**src/rtl/mem_arbiter.sv**
```systemverilog
// mem_arbiter: shares one byte-wide RAM port between instruction fetch (IQ)
// and the store/load buffer (SLB). Transfers are byte-serial, lowest byte first.
// Ports: clk, rst (async, active-high); IQ/SLB request inputs; ROB flush;
// RAM byte port (addr/data/we, 1-cycle read latency); per-owner finish pulses
// and returned words.
// Option: define MEM_ARB_RR_EN for round-robin arbitration on contention;
// undefined gives fixed priority, SLB over IQ.
`timescale 1ns/1ps
module mem_arbiter #(
  parameter int AddrWidth = 32,
  parameter int DataWidth = 32
) (
  input  logic                 clk,
  input  logic                 rst,
  input  logic                 is_req_from_iq,
  input  logic [AddrWidth-1:0] addr_from_iq,
  input  logic                 is_req_from_slb,
  input  logic                 is_store_from_slb,
  input  logic [1:0]           size_from_slb,
  input  logic                 is_signed_from_slb,
  input  logic [AddrWidth-1:0] addr_from_slb,
  input  logic [DataWidth-1:0] data_from_slb,
  input  logic                 is_exception_from_rob,
  input  logic [7:0]           data_from_ram,
  output logic [AddrWidth-1:0] addr_to_ram,
  output logic [7:0]           data_to_ram,
  output logic                 is_store_to_ram,
  output logic                 is_finish_to_iq,
  output logic                 is_finish_to_slb,
  output logic [DataWidth-1:0] data_to_iq,
  output logic [DataWidth-1:0] data_to_slb
);

  typedef enum logic [1:0] {IDLE, READ, WRITE, DONE} state_e;

  state_e               state_q, state_d;
  logic                 owner_slb_q;
  logic [AddrWidth-1:0] addr_q;
  logic [2:0]           n_q;
  logic [2:0]           cnt_q;
  logic [DataWidth-1:0] wdata_q;
  logic                 sgn_q;
  logic [DataWidth-1:0] asm_q, asm_d;
  logic [DataWidth-1:0] iq_data_q;
  logic [DataWidth-1:0] slb_data_q;
  logic [DataWidth-1:0] ext;
  logic [1:0]           cap_idx;
  logic                 grant, grant_slb;
  logic [2:0]           n_req;
  logic                 last_rd, last_wr;
  logic                 flush;

`ifdef MEM_ARB_RR_EN
  logic                 last_slb_q;
`endif

  assign flush = is_exception_from_rob;

  always_comb begin
`ifdef MEM_ARB_RR_EN
    if (is_req_from_slb && is_req_from_iq) grant_slb = ~last_slb_q;
    else                                   grant_slb = is_req_from_slb;
`else
    grant_slb = is_req_from_slb;
`endif
  end

  assign grant = (state_q == IDLE) && !flush &&
                 (is_req_from_slb || is_req_from_iq);

  always_comb begin
    n_req = 3'd4;
    if (grant_slb) begin
      unique case (size_from_slb)
        2'b00:   n_req = 3'd1;
        2'b01:   n_req = 3'd2;
        default: n_req = 3'd4;
      endcase
    end
  end

  // cnt_q is the cycle index inside READ/WRITE; a read captures byte
  // cnt_q-1 because the RAM answers one cycle after the address.
  assign last_rd = (cnt_q == n_q);
  assign last_wr = (cnt_q == n_q - 3'd1);
  assign cap_idx = 2'(cnt_q - 3'd1);

  always_comb begin
    asm_d = asm_q;
    asm_d[{cap_idx, 3'b000} +: 8] = data_from_ram;
  end

  always_comb begin
    unique case (n_q)
      3'd1:    ext = {{(DataWidth-8){sgn_q & asm_d[7]}}, asm_d[7:0]};
      3'd2:    ext = {{(DataWidth-16){sgn_q & asm_d[15]}}, asm_d[15:0]};
      default: ext = asm_d;
    endcase
  end

  // State register
  always_ff @(posedge clk or posedge rst) begin
    if (rst) state_q <= IDLE;
    else     state_q <= state_d;
  end

  // Next-state logic
  always_comb begin
    state_d = state_q;
    unique case (state_q)
      IDLE: begin
        if (grant)
          state_d = (grant_slb && is_store_from_slb) ? WRITE : READ;
      end
      READ: begin
        if (flush)        state_d = IDLE;
        else if (last_rd) state_d = DONE;
      end
      WRITE: begin
        if (last_wr) state_d = DONE;
      end
      DONE:    state_d = IDLE;
      default: state_d = IDLE;
    endcase
  end

  // Outputs
  always_comb begin
    is_store_to_ram  = 1'b0;
    data_to_ram      = 8'h00;
    is_finish_to_iq  = 1'b0;
    is_finish_to_slb = 1'b0;
    unique case (state_q)
      WRITE: begin
        is_store_to_ram = 1'b1;
        data_to_ram     = wdata_q[{cnt_q[1:0], 3'b000} +: 8];
      end
      DONE: begin
        is_finish_to_iq  = ~owner_slb_q;
        is_finish_to_slb = owner_slb_q;
      end
      default: ;
    endcase
  end

  assign addr_to_ram = addr_q;
  assign data_to_iq  = iq_data_q;
  assign data_to_slb = slb_data_q;

  // Datapath
  always_ff @(posedge clk or posedge rst) begin
    if (rst) begin
      owner_slb_q <= 1'b0;
      addr_q      <= '0;
      n_q         <= 3'd0;
      cnt_q       <= 3'd0;
      wdata_q     <= '0;
      sgn_q       <= 1'b0;
      asm_q       <= '0;
      iq_data_q   <= '0;
      slb_data_q  <= '0;
`ifdef MEM_ARB_RR_EN
      last_slb_q  <= 1'b0;
`endif
    end else if (grant) begin
      owner_slb_q <= grant_slb;
      addr_q      <= grant_slb ? addr_from_slb : addr_from_iq;
      n_q         <= n_req;
      cnt_q       <= 3'd0;
      wdata_q     <= data_from_slb;
      sgn_q       <= grant_slb & is_signed_from_slb;
`ifdef MEM_ARB_RR_EN
      last_slb_q  <= grant_slb;
`endif
    end else if (state_q == READ) begin
      cnt_q <= cnt_q + 3'd1;
      if (cnt_q < n_q - 3'd1) addr_q <= addr_q + AddrWidth'(1);
      if (cnt_q != 3'd0)      asm_q  <= asm_d;
      if (last_rd && !flush) begin
        if (owner_slb_q) slb_data_q <= ext;
        else             iq_data_q  <= ext;
      end
    end else if (state_q == WRITE) begin
      cnt_q <= cnt_q + 3'd1;
      if (!last_wr) addr_q <= addr_q + AddrWidth'(1);
    end
  end

endmodule

```
**config.mk**
```make
export PLATFORM = sky130hd
export DESIGN_NAME = mem_arbiter
export DESIGN_NICKNAME = d
export VERILOG_FILES = /design/src/rtl/mem_arbiter.sv
export SDC_FILE = /design/constraint.sdc
export NUM_CORES = 1
export LEC_CHECK = 0
export BUFFER_PORTS_ARGS = -buffer_cell sky130_fd_sc_hd__buf_4
export CORE_AREA = 2 2 223 115
export CTS_CLUSTER_SIZE = 12
export DETAILED_ROUTE_END_ITERATION = 12
export DIE_AREA = 0 0 225 117
export MAX_ROUTING_LAYER = met4
export PLACE_DENSITY = 0.57
export SLEW_MARGIN = 20
export SYNTH_ARGS = -nofsm -noshare
export SYNTH_HDL_FRONTEND = slang
export SYNTH_SLANG_ARGS = --single-unit
```
**constraint.sdc**
```tcl
create_clock -name clk -period 7.9 [get_ports clk]
set_input_delay 1.58 -clock clk [delete_from_list [all_inputs] [get_ports clk]]
set_output_delay 1.58 -clock clk [all_outputs]
set_load 0.05 [all_outputs]
```
* Word level (Yosys, flattened, before mapping) *
Index checks and enable logic that the tools add are counted.

storage, ports and cells
  register bits after elaboration = 170
  bits in latches = 0
  memories kept = 0
  bits in read-only memories = 0
  logic and storage cells = 75
  memory bits (writable) = 0

operators by class
  divide/modulo/power cells = 0
  equal/unequal tests = 13
  magnitude comparators = 1
  add/sub/neg operators = 5
  shifts and indexed selects = 3
  bitwise operators = 5
  multiply operators = 0
  multiplexer cells = 23
  reduce and logical (&&, ||, !) cells = 15

operator list
  operator                                               number
  2-to-1 mux 32 bit                                      6
  case mux 32 bit (2 select lines)                       1
  adder 32 x 1 -> 32 bit (second input constant)         1
  bitwise mux 32 bit                                     1
  variable shift 8 x 7 -> 32 bit (first input constant)  1
  variable part select 32 x 6 -> 8 bit                   1
  variable part select 8 x 7 -> 32 bit                   1
  2-to-1 mux 3 bit                                       4
  2-to-1 mux 2 bit                                       5
  AND reduction 3 bit                                    3
  2-to-1 mux 8 bit                                       1
  case mux 2 bit (4 select lines)                        1
  AND reduction 4 bit                                    2
  negator 5 -> 7 bit                                     1
  equality test 3 bit                                    2
  != test 3 x 2 -> 1 bit (second input constant)         2
  case mux 3 bit (2 select lines)                        1
  nonzero test 3 bit                                     2
  equality test 2 x 1 -> 1 bit (second input constant)   2
  equality test 2 bit (second input constant)            2
  logical AND 1 bit                                      4
  logical NOT 2 bit                                      2
  != test 2 bit (second input constant)                  2
  adder 3 x 1 -> 3 bit (second input constant)           1
  other kinds (11)                                       16

* Depth between registers and ports, before layout *
  word-level depth = 6
  mapped depth = 11
  gate-level depth less buffers = 9

* Worst setup path before layout *
OpenSTA, ideal clock, no wires.

  kind = register to output
  start = reg cnt_q[0]
  end = out data_to_ram[0]
  data arrival time = 1.832 ns
  setup slack = 4.488 ns
  stages on the path, launching flop included = 4
  path buffers = 1
  required time = 6.320 ns
  path through = dfrtp_1 -> buf_1 -> mux4_2 -> and2_1

between the ends
  longest elaborated chain between the ends = 2

ends and longest elaborated chain
  what                                  line  RTL
  start: declaration                    40    logic [2:0] cnt_q;
  start signal: assignment              176   cnt_q <= cnt_q + 3'd1;
  start signal: assignment              184   cnt_q <= cnt_q + 3'd1;
  variable part select 32 x 6 -> 8 bit  136   data_to_ram = wdata_q[{cnt_q[1:0], 3'b000} +: 8];
  2-to-1 mux 8 bit                      133   unique case (state_q)
  end: declaration                      26    output logic [7:0] data_to_ram,

No other way between the ends.

* Final worst setup path *
  start = reg cnt_q[1]
  end = out data_to_ram[1]

Same word-level chain as after synthesis.

==> results.md <==
* Routability congestion estimate from global placement at 0.8987
* Unrepaired setup endpoints after global routing: false
* Worst Max-Slew Pin Slew at 0.9839 ns
* Number of clock buffers inserted by TritonCTS at 17
* Slew headroom at 0.3441
* Number of nets in the synthesized netlist at about 1000
* Routed via count divided by cell count at roughly 5.0
* Setup WS post-layout at around 4.2 ns
* Asr flop ratio synth at 1.000
* Highest ir drop seen on vdd at 0.2054 mV
* Count of input and output buffers at between 200 and 250
* Die Span Y at around 120 um
* Post-route clock skew at ~0.01 ns
* Number of global-route vias before repair at between 6000 and 7000
* Gate count of the mapped netlist at 885
* Final worst path period need at 3.655 ns
* Estimated wirelength of the detail-placed design at around 18 mm
* Average cell area after synthesis at between 9 and 10 um2
* Number of register bits inferred by synthesis at 170
* Slack of the worst reg-to-reg path at 4.52 ns
* Number of hold-repair buffers added at the cts stage at 0
* Post-DP Area at 10320 um2
* Depth of the CTS H-tree at 4
* Top routing layer used: met4
* Setup Fix Bufs, Post-CTS at 0
* Number of placed I/O pins at 220
* Core ar. at 24570 um2
* Capture point of the worst path: data_to_ram[1]
* Clock sink count at 170
* Clock slew at the register clock pins of the worst setup and hold paths at 0.06 ns
* Initial core utilization at 0.3418
* Remaining global-route overflow at 0
* Area delta synth->final at 29.72%
* Routed wirelength normalized by instance count at approximately 18 um
* Largest net degree at the start of global routing at 96
* DRC marker count from the first detailed-route iteration at between 700 and 800
* Achievable clock frequency at about 270 MHz
* Final hold viol count at 0
* Root cell of the clock tree: sky130_fd_sc_hd__clkbuf_16
* Leak pwr at 5.053 nW
* DR WL met3 at between 1.5 and 2 mm
* Power per Cell Area at between 400 and 500 nW/um2
* Final worst-path cycle share at 0.4626
* First-pass GRT wire length at 39.61 mm
* Maximum capacitance violations at 0
* Max-slew violation count at 0
* Reg-to-Reg Start: cnt_q[1]
* Number of DRC violations after detailed routing at 0
* WP data arrival at about 2.1 ns
* Worst setup slack before clock tree synthesis at about 4.2 ns
* TritonCTS clock tree: yes
* Final standard cell area without fillers at approximately 11000 um2
* Post-Synthesis Cell Area at around 8400 um2
* Clk_lat worst skew at approximately 0.45 ns
* Launching element type of the critical path: flip-flop
* Yosys synthesis warning count at 0
* FF+latch area at approximately 4300 um2
* Endpoint class of the critical path: output port
* Deepest clock path buffer count at 2
* Remaining number of nets flagged by the antenna check after routing at 0
* Total routed wire length on the met1 layer at approximately 14 mm
* Site Rows at 41
* Die width at between 200 and 250 um
* Detailed Route WL at approximately 25 mm
* Die footprint at 26330 um2
* Length of the first detailed-routing pass in iterations at 4
* Number of enable-type register cells in the synthesized netlist at 0
* Post-CTS Resized at 0
* Worst setup path class: reg2out
* Run status: finished clean
* Critical path required time at 6.32 ns
* Critical path launch point: cnt_q[1]
* Critical path peak fanout at 16
* Share of post-route cells with drive strength above 1 at 0.2866
* Class of the tightest hold or removal check: reg2reg
* Synth unique cells at between 50 and 60
* Antenna violations before repair at 2
* Combined global-route utilization of all metal layers at 0.2058
* Routed length on met2 at between 9 and 10 mm
* End of the worst register-to-register path: data_to_slb[16]
* Setup_tns at 0 ns
* Path depth of the worst reg2reg path at 8
* Number of fill cells in the layout at 2400
* Area taken by multi-input logic gates at 3802 um2
* Most instantiated flip-flop cell in the synthesis netlist: sky130_fd_sc_hd__dfrtp_1
* Number of nets in the finished design at between 1000 and 1500
* Part of the Yosys area used for sequential elements at 0.5065
* Routed vias at 7077
* Hold path startpoint: wdata_q[5]
* Final setup fails at 0
[cells in the mapped netlist, drive strengths merged (8+ instances only)]
cell / n / area share
o22ai: 17 / 0.013
nor2b: 30 / 0.022
a211oi: 28 / 0.025
and2: 11 / 0.0083
nand4: 9 / 0.0074
inv: 32 / 0.014
xor2: 10 / 0.010
nor2: 83 / 0.037
o21ai: 27 / 0.016
nor3: 9 / 0.0073
clkbuf: 44 / 0.023
mux2: 22 / 0.029
mux2i: 15 / 0.018
and3: 16 / 0.012
nand2: 140 / 0.063
a21oi: 109 / 0.065
xnor2: 18 / 0.019
dfrtp: 170 / 0.51
nand3: 14 / 0.0098
ha: 12 / 0.018
buf: 12 / 0.0060
mux4: 8 / 0.021
[worst max-delay path: stages, from the launching register on]
cell and delay (ns):
sky130_fd_sc_hd__dfrtp_1 0.84, sky130_fd_sc_hd__mux4_2 0.43, sky130_fd_sc_hd__and2_1 0.18, sky130_fd_sc_hd__buf_4 0.18
[cell type report]
| type | instances | share of cell area |
|---|---|---|
| diodes | 2 | 0.0004593 |
| inverters | 32 | 0.01148 |
| repair buffers | 231 | 0.1592 |
| multi-input cells | 627 | 0.3490 |
| flip-flops and latches | 170 | 0.3904 |
| clock inverters | 13 | 0.01091 |
| well taps | 322 | 0.03698 |
| clock buffers | 19 | 0.04157 |
[cell families (layout without fill, tap and decap cells)]
family	count (synthesis)	after routing	share of synthesized area
other	0	2	0
flip-flops	170	170	0.5065
adder cells (fa/ha/maj)	12	12	0.01788
AO/OA/AOI/OAI	211	211	0.1496
XOR/XNOR	28	28	0.02920
buffers and inverters	88	295	0.04350
multiplexers	45	45	0.06882
AND/OR/NAND/NOR	331	331	0.1846
[state kept, by name (all words and copies together), names as in the netlist]
register	flops
addr_to_ram	32
asm_q	32
cnt_q	3
data_to_iq	32
data_to_slb	32
n_q	3
owner_slb_q	1
sgn_q	1
state_q	2
wdata_q	32
[per-stage QoR]
step,hold WS [ns],utilization,power (mW),std cells
floorplan,0.4402,-,3.378,885
global placement,0.4529,0.4199,4.179,1382
detailed placement,0.4624,0.4199,4.215,1382
CTS,0.4794,0.4432,5.059,1414
global route,0.4928,0.4434,5.340,1416
finish,0.4732,0.4434,5.023,1416
[power by group]
part           internal (mW)  leakage, nW  switching [mW]  total [mW]
combinational          0.866         2.67            1.75        2.61
sequential              1.26         2.11           0.323        1.59
clock                  0.452        0.272           0.372       0.824
[layer usage]
layer  vias up  GRT usage
met5         -          -
li1       3469          -
met1      3426     0.3183
met3        14    0.05691
met2       168     0.2566
met4         0    0.04636
[cell usage in the layout, fill, tap and decap left out, types with 3 or more instances in the layout]
master / count
sky130_fd_sc_hd__mux2i_1: 15
sky130_fd_sc_hd__nand4_1: 8
sky130_fd_sc_hd__a32o_1: 7
sky130_fd_sc_hd__o22ai_1: 17
sky130_fd_sc_hd__nand2_1: 140
sky130_fd_sc_hd__a211oi_1: 28
sky130_fd_sc_hd__inv_1: 31
sky130_fd_sc_hd__nand2b_1: 3
sky130_fd_sc_hd__a31oi_1: 6
sky130_fd_sc_hd__nand3_1: 13
sky130_fd_sc_hd__and3_1: 13
sky130_fd_sc_hd__clkbuf_16: 17
sky130_fd_sc_hd__clkinv_4: 3
sky130_fd_sc_hd__inv_6: 3
sky130_fd_sc_hd__xnor2_1: 18
sky130_fd_sc_hd__o211ai_1: 3
sky130_fd_sc_hd__xor2_1: 10
sky130_fd_sc_hd__clkinv_2: 3
sky130_fd_sc_hd__mux2_2: 22
sky130_fd_sc_hd__dfrtp_1: 170
sky130_fd_sc_hd__mux4_2: 8
sky130_fd_sc_hd__ha_1: 12
sky130_fd_sc_hd__nor3_1: 7
sky130_fd_sc_hd__nor2_1: 81
sky130_fd_sc_hd__a21oi_1: 109
sky130_fd_sc_hd__clkinvlp_4: 4
sky130_fd_sc_hd__and3_2: 3
sky130_fd_sc_hd__nor4_1: 3
sky130_fd_sc_hd__and2_1: 10
sky130_fd_sc_hd__o21ai_0: 27
sky130_fd_sc_hd__buf_4: 231
sky130_fd_sc_hd__nor2b_1: 30
[how the worst min path moves through the flow]
stage / to / slack (ns) / depth (start not counted)
after global routing: wdata_q[5] / 0.49 / 2
after CTS: wdata_q[25] / 0.48 / 2
after floorplan: wdata_q[0] / 0.44 / 2
after detailed placement: wdata_q[25] / 0.46 / 2
final: wdata_q[5] / 0.47 / 2
after global placement: wdata_q[25] / 0.45 / 2
(Power assumes the default switching activity.)
